### config.mk
export PLATFORM = sky130hd
export DESIGN_NAME = router_arbiter
export DESIGN_NICKNAME = d
export VERILOG_FILES = /design/src/rtl/router_arbiter.sv
export SDC_FILE = /design/constraint.sdc
export NUM_CORES = 1
export LEC_CHECK = 0
export BUFFER_PORTS_ARGS = -buffer_cell sky130_fd_sc_hd__buf_2
export CELL_PAD_IN_SITES_DETAIL_PLACEMENT = 0
export CELL_PAD_IN_SITES_GLOBAL_PLACEMENT = 2
export CORE_ASPECT_RATIO = 2
export CORE_UTILIZATION = 47
export DETAILED_ROUTE_END_ITERATION = 6
export PLACE_DENSITY = 0.82
export SETUP_SLACK_MARGIN = 0.4
export SLEW_MARGIN = 40
export SYNTH_ARGS = -nofsm -noshare
export SYNTH_HDL_FRONTEND = slang
export SYNTH_SLANG_ARGS = --single-unit
### constraint.sdc
create_clock -name clk -period 8.9 [get_ports clk]
set_clock_uncertainty 0.05 [all_clocks]
set_input_delay 0.89 -clock clk [delete_from_list [all_inputs] [get_ports clk]]
set_output_delay 0.89 -clock clk [all_outputs]
set_load 0.005 [all_outputs]
### src/rtl/router_arbiter.sv
// router_arbiter: three buffered inputs (east, west, inject) steered by destination id
// to three registered outputs (east, west, scheduler) with per-output round-robin arbitration.
`default_nettype none

module router_arbiter #(
    parameter int PKT_W      = 34,
    parameter int ID_W       = 2,
    parameter int FIFO_DEPTH = 4
) (
    input  logic             clk,
    input  logic             rst,
    input  logic [ID_W-1:0]  core_id,
    input  logic [PKT_W-1:0] east_in_pkt,
    input  logic             east_in_valid,
    output logic             east_in_ready,
    input  logic [PKT_W-1:0] west_in_pkt,
    input  logic             west_in_valid,
    output logic             west_in_ready,
    input  logic [PKT_W-1:0] inj_pkt,
    input  logic             inj_valid,
    output logic             inj_ready,
    output logic [PKT_W-1:0] east_out_pkt,
    output logic             east_out_valid,
    input  logic             east_out_ready,
    output logic [PKT_W-1:0] west_out_pkt,
    output logic             west_out_valid,
    input  logic             west_out_ready,
    output logic [PKT_W-1:0] sched_pkt,
    output logic             sched_valid,
    input  logic             sched_ready
);

    localparam int PTR_W = $clog2(FIFO_DEPTH);
    localparam int CNT_W = PTR_W + 1;

    // Source index: 0 east, 1 west, 2 inject. Output index: 0 east, 1 west, 2 sched.
    logic [PKT_W-1:0] src_pkt   [3];
    logic [PKT_W-1:0] head      [3];
    logic [ID_W-1:0]  dest      [3];
    logic [2:0]       src_valid;
    logic [2:0]       src_ready;
    logic [2:0]       not_full;
    logic [2:0]       not_empty;
    logic [2:0]       push;
    logic [2:0]       pop;
    logic             ready_en;

    logic [2:0]       req       [3];
    logic [1:0]       rr_ptr    [3];
    logic [1:0]       gnt_idx   [3];
    logic [2:0]       load;
    logic [2:0]       out_valid;
    logic [2:0]       out_ready;
    logic [PKT_W-1:0] out_pkt   [3];

    assign src_pkt[0]   = east_in_pkt;
    assign src_pkt[1]   = west_in_pkt;
    assign src_pkt[2]   = inj_pkt;
    assign src_valid    = {inj_valid, west_in_valid, east_in_valid};
    // ready_en keeps every input closed while reset is held and for the first edge after it.
    assign src_ready    = not_full & {3{ready_en}};
    assign push         = src_valid & src_ready;
    assign east_in_ready = src_ready[0];
    assign west_in_ready = src_ready[1];
    assign inj_ready     = src_ready[2];

    generate
        for (genvar i = 0; i < 3; i++) begin : g_fifo
            logic [PKT_W-1:0] mem [FIFO_DEPTH];
            logic [PTR_W-1:0] wr_ptr;
            logic [PTR_W-1:0] rd_ptr;
            logic [CNT_W-1:0] count;

            always_ff @(posedge clk or negedge rst) begin
                if (!rst) begin
                    wr_ptr <= '0;
                    rd_ptr <= '0;
                    count  <= '0;
                end else begin
                    if (push[i]) wr_ptr <= wr_ptr + 1'b1;
                    if (pop[i])  rd_ptr <= rd_ptr + 1'b1;
                    case ({push[i], pop[i]})
                        2'b10:   count <= count + 1'b1;
                        2'b01:   count <= count - 1'b1;
                        default: count <= count;
                    endcase
                end
            end

            always_ff @(posedge clk) begin
                if (push[i]) mem[wr_ptr] <= src_pkt[i];
            end

            assign head[i]      = mem[rd_ptr];
            assign dest[i]      = head[i][PKT_W-1 -: ID_W];
            assign not_empty[i] = (count != '0);
            assign not_full[i]  = (count != CNT_W'(FIFO_DEPTH));
        end
    endgenerate

    always_comb begin
        for (int o = 0; o < 3; o++) req[o] = '0;
        for (int i = 0; i < 3; i++) begin
            if (not_empty[i]) begin
                if (dest[i] == core_id)     req[2][i] = 1'b1;
                else if (dest[i] > core_id) req[0][i] = 1'b1;
                else                        req[1][i] = 1'b1;
            end
        end
    end

    // Scan from rr_ptr+2 down to rr_ptr so the candidate nearest rr_ptr wins.
    always_comb begin
        logic [1:0] cand;
        cand = 2'd0;
        pop  = '0;
        load = '0;
        for (int o = 0; o < 3; o++) begin
            gnt_idx[o] = 2'd0;
            for (int k = 2; k >= 0; k--) begin
                cand = 2'((int'(rr_ptr[o]) + k) % 3);
                if (req[o][cand]) gnt_idx[o] = cand;
            end
            load[o] = (|req[o]) && (!out_valid[o] || out_ready[o]);
            if (load[o]) pop[gnt_idx[o]] = 1'b1;
        end
    end

    always_ff @(posedge clk or negedge rst) begin
        if (!rst) begin
            ready_en <= 1'b0;
            for (int o = 0; o < 3; o++) begin
                out_valid[o] <= 1'b0;
                out_pkt[o]   <= '0;
                rr_ptr[o]    <= 2'd0;
            end
        end else begin
            ready_en <= 1'b1;
            for (int o = 0; o < 3; o++) begin
                if (load[o]) begin
                    out_valid[o] <= 1'b1;
                    out_pkt[o]   <= head[gnt_idx[o]];
                    rr_ptr[o]    <= (gnt_idx[o] == 2'd2) ? 2'd0 : gnt_idx[o] + 2'd1;
                end else if (out_ready[o]) begin
                    out_valid[o] <= 1'b0;
                end
            end
        end
    end

    assign out_ready      = {sched_ready, west_out_ready, east_out_ready};
    assign east_out_pkt   = out_pkt[0];
    assign west_out_pkt   = out_pkt[1];
    assign sched_pkt      = out_pkt[2];
    assign east_out_valid = out_valid[0];
    assign west_out_valid = out_valid[1];
    assign sched_valid    = out_valid[2];

endmodule

`default_nettype wire
**Word-level counts from Yosys, hierarchy flattened**

Memories as Yosys holds them, arrays and structs flattened.
Index checks and enable logic that the tools add are counted.

- Register bits: 133
- Bits in writable memories: 408
- Input port bits: 112
- Output and inout bits: 108
- Logic and storage cells: 206
- Memories kept: 3

Memory list:

| memory | depth | bits a word | read ports | clocked after Yosys merged registers in | wr ports | RTL line | RTL |
|---|---|---|---|---|---|---|---|
| g_fifo[0].mem | 4 | 34 | 1 | 0 | 1 | 69 | `logic [PKT_W-1:0] mem [FIFO_DEPTH];` |
| g_fifo[1].mem | 4 | 34 | 1 | 0 | 1 | 69 |  |
| g_fifo[2].mem | 4 | 34 | 1 | 0 | 1 | 69 |  |

- $add $sub $neg: 21
- Divide/modulo/power cells: 9
- Magnitude comparators: 21
- Equal/unequal tests: 15
- Multiplexer cells: 87
- Bitwise gates (word level): 7
- Reduce and logical (&&, ||, !) cells: 24

Operator list:

| kind | number |
|---|---|
| binary-select mux 34 bit (select 2 bit) | 3 |
| 2-to-1 mux 34 bit | 6 |
| remainder unit 32 x 3 -> 32 bit, second input constant | 6 |
| remainder unit 3 x 3 -> 32 bit, second input constant | 3 |
| 2-to-1 mux 1 bit | 48 |
| less-than comparator 2 x 3 -> 1 bit, second input constant | 12 |
| 2-to-1 mux 2 bit | 12 |
| adder 2 x 1 -> 2 bit, second input constant | 9 |
| binary-select mux 1 bit (select 2 bit) | 9 |
| one-hot mux 3 bit (2 select lines) | 3 |
| equality test 2 bit, second input constant | 6 |
| nonzero test 2 bit | 6 |
| adder 2 x 1 -> 3 bit, second input constant | 3 |
| adder 2 x 2 -> 3 bit, second input constant | 3 |
| adder 3 x 1 -> 3 bit, second input constant | 3 |
| greater-or-equal comparator 3 bit, second input constant | 3 |
| 2-to-1 mux 3 bit | 3 |
| != test 3 bit, second input constant | 3 |
| NOT 2 -> 3 bit | 3 |
| nonzero test 3 bit | 3 |
| OR reduction 3 bit | 3 |
| subtractor 3 x 1 -> 3 bit, second input constant | 3 |
| bitwise AND 3 bit | 2 |
| demux 1 bit (select 2 bit) | 3 |
| other kinds (8) | 26 |

**Longest topological paths before layout**

An unclocked memory read counts as a cell.

- Depth in word-level cells: 21
- Mapped depth: 19
- Mapped depth without buffers: 15

**Worst setup path before layout**

No wires, ideal clock.

- Path kind: reg2reg
- Start point: register g_fifo[2].rd_ptr[0]
- End point: register g_fifo[0].count[1]
- Setup time: 0.083 ns
- Data arrival time: 4.008 ns
- Required time: 8.767 ns
- Slack: 4.759 ns
- Cell stages (with the launch flop): 16
- Buffers on the path: 3
- Period minus slack after synthesis: 4.141 ns
- Cell sequence: dfrtp_1 -> buf_2 -> buf_2 -> mux4_2 -> ha_1 -> and2b_1 -> a2111oi_4 -> o21a_1 -> buf_4 -> o21ai_4 -> and2b_4 -> or3_1 -> ha_1 -> inv_1 -> fa_1 -> o21ai_0

- Longest elaborated chain between the ends: 21
- Elaborated cells between the ends (all ways): 68
- Those cells by class: order compare (7); eq/ne (3); mux (45); bitwise (2); reduce/logical (10); memory (1)

RTL lines:

| item | RTL line | RTL |
|---|---|---|
| from (decl) | 71 | `logic [PTR_W-1:0] rd_ptr;` |
| from (signal assigned) | 81 | `if (pop[i]) rd_ptr <= rd_ptr + 1'b1;` |
| memory (4 x 34 bit) * | -- |  |
| greater-than comparator 2 bit | 106 | `else if (dest[i] > core_id) req[0][i] = 1'b1;` |
| 2-to-1 mux 1 bit | 106 |  |
| 2-to-1 mux 1 bit | 105 | `if (dest[i] == core_id) req[2][i] = 1'b1;` |
| 2-to-1 mux 1 bit | 104 | `if (not_empty[i]) begin` |
| binary-select mux 1 bit (select 2 bit) | 122 | `if (req[o][cand]) gnt_idx[o] = cand;` |
| 2-to-1 mux 1 bit (not written as such) | 122 |  |
| 2-to-1 mux 2 bit (3 in a row) | 122 |  |
| [... 4 more ...] | -- |  |
| 2-to-1 mux 3 bit | 125 | `if (load[o]) pop[gnt_idx[o]] = 1'b1;` |
| bitwise OR 3 bit (no line) | -- |  |
| 2-to-1 mux 3 bit | 125 |  |
| bitwise OR 3 bit (no line) | -- |  |
| 2-to-1 mux 3 bit * | 125 |  |
| via pop[0] | 45 | `logic [2:0] pop;` |
| equality test 2 x 1 -> 1 bit / equality test 2 bit (equally long branches) | 82 | `case ({push[i], pop[i]})` |
| one-hot mux 3 bit (2 select lines) / nonzero test 2 bit (equally long branches) | -- |  |
| to (signal assigned) | 83 | `2'b10: count <= count + 1'b1;` |
| to (signal assigned) | 84 | `2'b01: count <= count - 1'b1;` |
| to (signal assigned) | 85 | `default: count <= count;` |
| to (decl) | 72 | `logic [CNT_W-1:0] count;` |

The timed path passes the listed nets; every way through them passes the cells marked *. The select of a mux whose other input is x is not followed.
A chain may end at the register's enable or synchronous reset.

**Final worst setup path**

- Start point: register g_fifo[1].rd_ptr[0]
- End point: register g_fifo[0].count[2]

- Longest elaborated chain between the ends: 21
- Elaborated cells between the ends (all ways): 68
- Those cells by class: order compare (7); eq/ne (3); mux (45); bitwise (2); reduce/logical (10); memory (1)

RTL lines:

| item | RTL line |
|---|---|
| from (decl) | 71 |
| from (signal assigned) | 81 |
| memory (4 x 34 bit) * | -- |
| greater-than comparator 2 bit | 106 |
| 2-to-1 mux 1 bit | 106 |
| 2-to-1 mux 1 bit | 105 |
| 2-to-1 mux 1 bit | 104 |
| binary-select mux 1 bit (select 2 bit) | 122 |
| 2-to-1 mux 1 bit (not written as such) | 122 |
| 2-to-1 mux 2 bit (3 in a row) | 122 |
| [... 4 more ...] | -- |
| 2-to-1 mux 3 bit | 125 |
| bitwise OR 3 bit (no line) | -- |
| 2-to-1 mux 3 bit | 125 |
| bitwise OR 3 bit (no line) | -- |
| 2-to-1 mux 3 bit * | 125 |
| via pop[0] | 45 |
| equality test 2 x 1 -> 1 bit / equality test 2 bit (equally long branches) | 82 |
| one-hot mux 3 bit (2 select lines) / nonzero test 2 bit (equally long branches) | -- |

Marks and branches as above.

==> results.cfg <==
[status]
run_status = finished, final reports clean

[die]
start_util = 0.479
fp.dieH_um = 308
io-pin-count = 220
core_area_um2 = 46000
die_area_um2 = 47800
num_rows = 111
die_w_um = 155

[worst_setup_path]
required_ns = 9.34
worstRegToRegCells = 16
r2r_start = g_fifo[1].rd_ptr[0]$_DFFE_PN0P_
arrival_ns = 5.80
cp_max_fo = 36
r2r-end = g_fifo[0].count[2]$_DFFE_PN0P_
cp-start-kind = flip-flop
r2r_slack_ns = 3.54
crit_type = flip-flop to flip-flop
end_kind = flip-flop

[finish]
fin_nets = 1626
final_common_cell = edfxtp_1
layout_common_cells = 408 x edfxtp_1, 218 x buf_2, 130 x dfrtp_1, 106 x nor2_1
drive_above_1_share = 0.295
area_delta_synth_final_pct = 14.9
multi_input_area_um2 = 6020
nFillCells = 3652
seqCellArea_um2 = 15600

[yosys]
postSynthAreaPerCell_um2 = 17.4
ys_types = 60
dominantRegCellSynth = edfxtp_1
netlist_area_um2 = 22000
ys_seq_area_frac = 0.708
synth-edff-count = 408
yosysWarnings = 0
synthesis.nets = 1408
synthArstFlopShare = 0.246
ys_ff_latch = 541
netlist_instances = 1266

[clock_network]
cts_resized = 0
numCtsBuffers = 46
path_clk_slew_ns = 0.07
hold_buffers = 0
cts_tree = done
cts_sinks = 541
clock_path_buffers = 3
postCtsSetupBuffers = 0
cts_max_level = 2
clk_latency_ns = 0.57
cts-root-buf = clkbuf_16

[power]
p_seq_frac = 0.363
p_int_mw = 6.12
p_total_mw = 9.93
power_leakage_nw = 9.17
p_per_area_nw_per_um2 = 393
pwr-share-clk = 0.199
p_comb_frac = 0.438
peakVddDrop_uv = 223
switching_power_mw = 3.81
switching_share = 0.384

[sta]
setup_ws_ns = 3.54
clock.fmax_mhz = 187
setup-violations-final = 0
hold_viol = 0
slew_violations = 0
tightest_slew_ns = 0.754
period_share = 0.602
hold_slack_ns = 0.298
grt_setup_unrepaired = false
tns_ns = 0
slew_headroom = 0.497
fin_crit_ns = 5.36

[detailed_routing]
vias = 12634
drcViolationCount = 0
ant_nets = 0
drt_iter0_drc = 1098
vias_per_cell = 5.90
finalWirelength_mm = 54.0
drtPass1Iterations = 7
routedWlPerCell_um = 25.2

[grt]
grt_max_degree = 74
grt_antenna_before_repair = 2
grt_use_total = 0.231
grt_pass1_vias = 12847
grt_overflow = 0
grt_pass1_wl_mm = 81.0

[placement]
dp_worst_setup_slack_ns = 3.52
io_buffers = 219
hpwl_mm = 38.2
routabilityCongestion = 0.849

[min_path]
min_path_type = input port to asynchronous set/reset pin

[flow_run]
cap_viol_max_count = 0
[cells by family after synthesis]
kind of cell	share of synthesized area
compound gates	0.0974
xor+xnor	0.00750
simple gates	0.0429
flops	0.708
other cells	0.000170
fa+ha+maj	0.0181
mux	0.104
buf+inv	0.0218
[power groups by stage]
stage / clock [mW] / sequential (mW) / combinational (mW)
2_1_floorplan: 0 / 3.52 / 3.02
3_3_place_gp: 0 / 3.65 / 4.26
3_5_place_dp: 0 / 3.66 / 4.36
4_1_cts: 2.01 / 3.61 / 4.37
5_1_grt: 2.10 / 3.65 / 4.71
6_report: 1.97 / 3.61 / 4.35
[through the flow]
step / utilization / instance area [µm²] / cells
final: 0.550 / 25300 / 2143
after global placement: 0.517 / 23800 / 2056
after global routing: 0.550 / 25300 / 2143
after detailed placement: 0.518 / 23800 / 2057
after floorplan: - / 22000 / 1266
after CTS: 0.550 / 25300 / 2142
[area by class of cell]
cell class / instances / share of cell area
multi-input cells: 620 / 0.238
flip-flops and latches: 541 / 0.616
repair buffers: 246 / 0.0525
clock buffers: 62 / 0.0503
well taps: 621 / 0.0307
diodes: 1 / 0.0000989
inverters: 29 / 0.00430
clock inverters: 23 / 0.00772
[per-layer routing]
layer,track usage,wire length (µm),vias up
met5,0,10,-
met4,0.101,2300,2
met3,0.0378,3510,109
met2,0.381,26900,484
met1,0.303,21300,6511
li1,-,-,5528
[sequential cells by signal (all words and copies together), names as in the netlist, 6 cells and up]
| signal | flops |
|---|---|
| east_out_pkt | 34 |
| g_fifo.count | 9 |
| g_fifo.mem | 408 |
| g_fifo.rd_ptr | 6 |
| g_fifo.wr_ptr | 6 |
| rr_ptr | 6 |
| sched_pkt | 34 |
| west_out_pkt | 34 |
[cells in the mapped netlist, drive strengths merged (4+ instances only)]
cell	n	share of area
nand2	56	0.0097
buf	35	0.0098
a22o	8	0.0032
and3	14	0.0040
a22oi	102	0.035
o21ai	17	0.0045
ha	27	0.015
mux4	102	0.10
nand3	6	0.0016
xnor2	9	0.0039
or3	4	0.0016
inv	29	0.0049
a31oi	37	0.011
edfxtp	408	0.56
dfrtp	133	0.15
a2111oi	4	0.0044
xor2	9	0.0036
nor2	106	0.018
and2	4	0.0011
a221o	63	0.029
nor3	7	0.0020
clkbuf	41	0.0070
and2b	4	0.0015
nand2b	4	0.0011
[worst max-delay path by stage]
| stage | start | to | slack (ns) | depth (start not counted) |
|---|---|---|---|---|
| floorplan | g_fifo[2].rd_ptr[0]$_DFFE_PN0P_ | g_fifo[0].count[1]$_DFFE_PN0P_ | 4.76 | 15 |
| global placement | g_fifo[1].rd_ptr[0]$_DFFE_PN0P_ | g_fifo[0].count[2]$_DFFE_PN0P_ | 3.59 | 16 |
| detailed placement | g_fifo[1].rd_ptr[0]$_DFFE_PN0P_ | g_fifo[0].count[2]$_DFFE_PN0P_ | 3.52 | 16 |
| CTS | g_fifo[1].rd_ptr[0]$_DFFE_PN0P_ | g_fifo[0].count[2]$_DFFE_PN0P_ | 3.50 | 16 |
| global route | g_fifo[1].rd_ptr[0]$_DFFE_PN0P_ | g_fifo[0].count[2]$_DFFE_PN0P_ | 3.29 | 16 |
| finish | g_fifo[1].rd_ptr[0]$_DFFE_PN0P_ | g_fifo[0].count[2]$_DFFE_PN0P_ | 3.54 | 16 |
[critical path, stage by stage (launching register included)]
cell      delay (ns)
dfrtp_2         0.34
buf_4           0.56
mux4_2          0.66
ha_1            0.38
and2b_1         0.24
a2111o_1        0.44
o21a_1          0.20
buf_4           0.28
o21ai_4         0.30
and2b_4         0.53
or3_1           0.24
ha_1            0.20
inv_1           0.06
fa_1            0.38
xor2_1          0.15
nor2_1          0.12
xor2_1          0.14
Note: power is estimated with default switching activity, not from simulation.
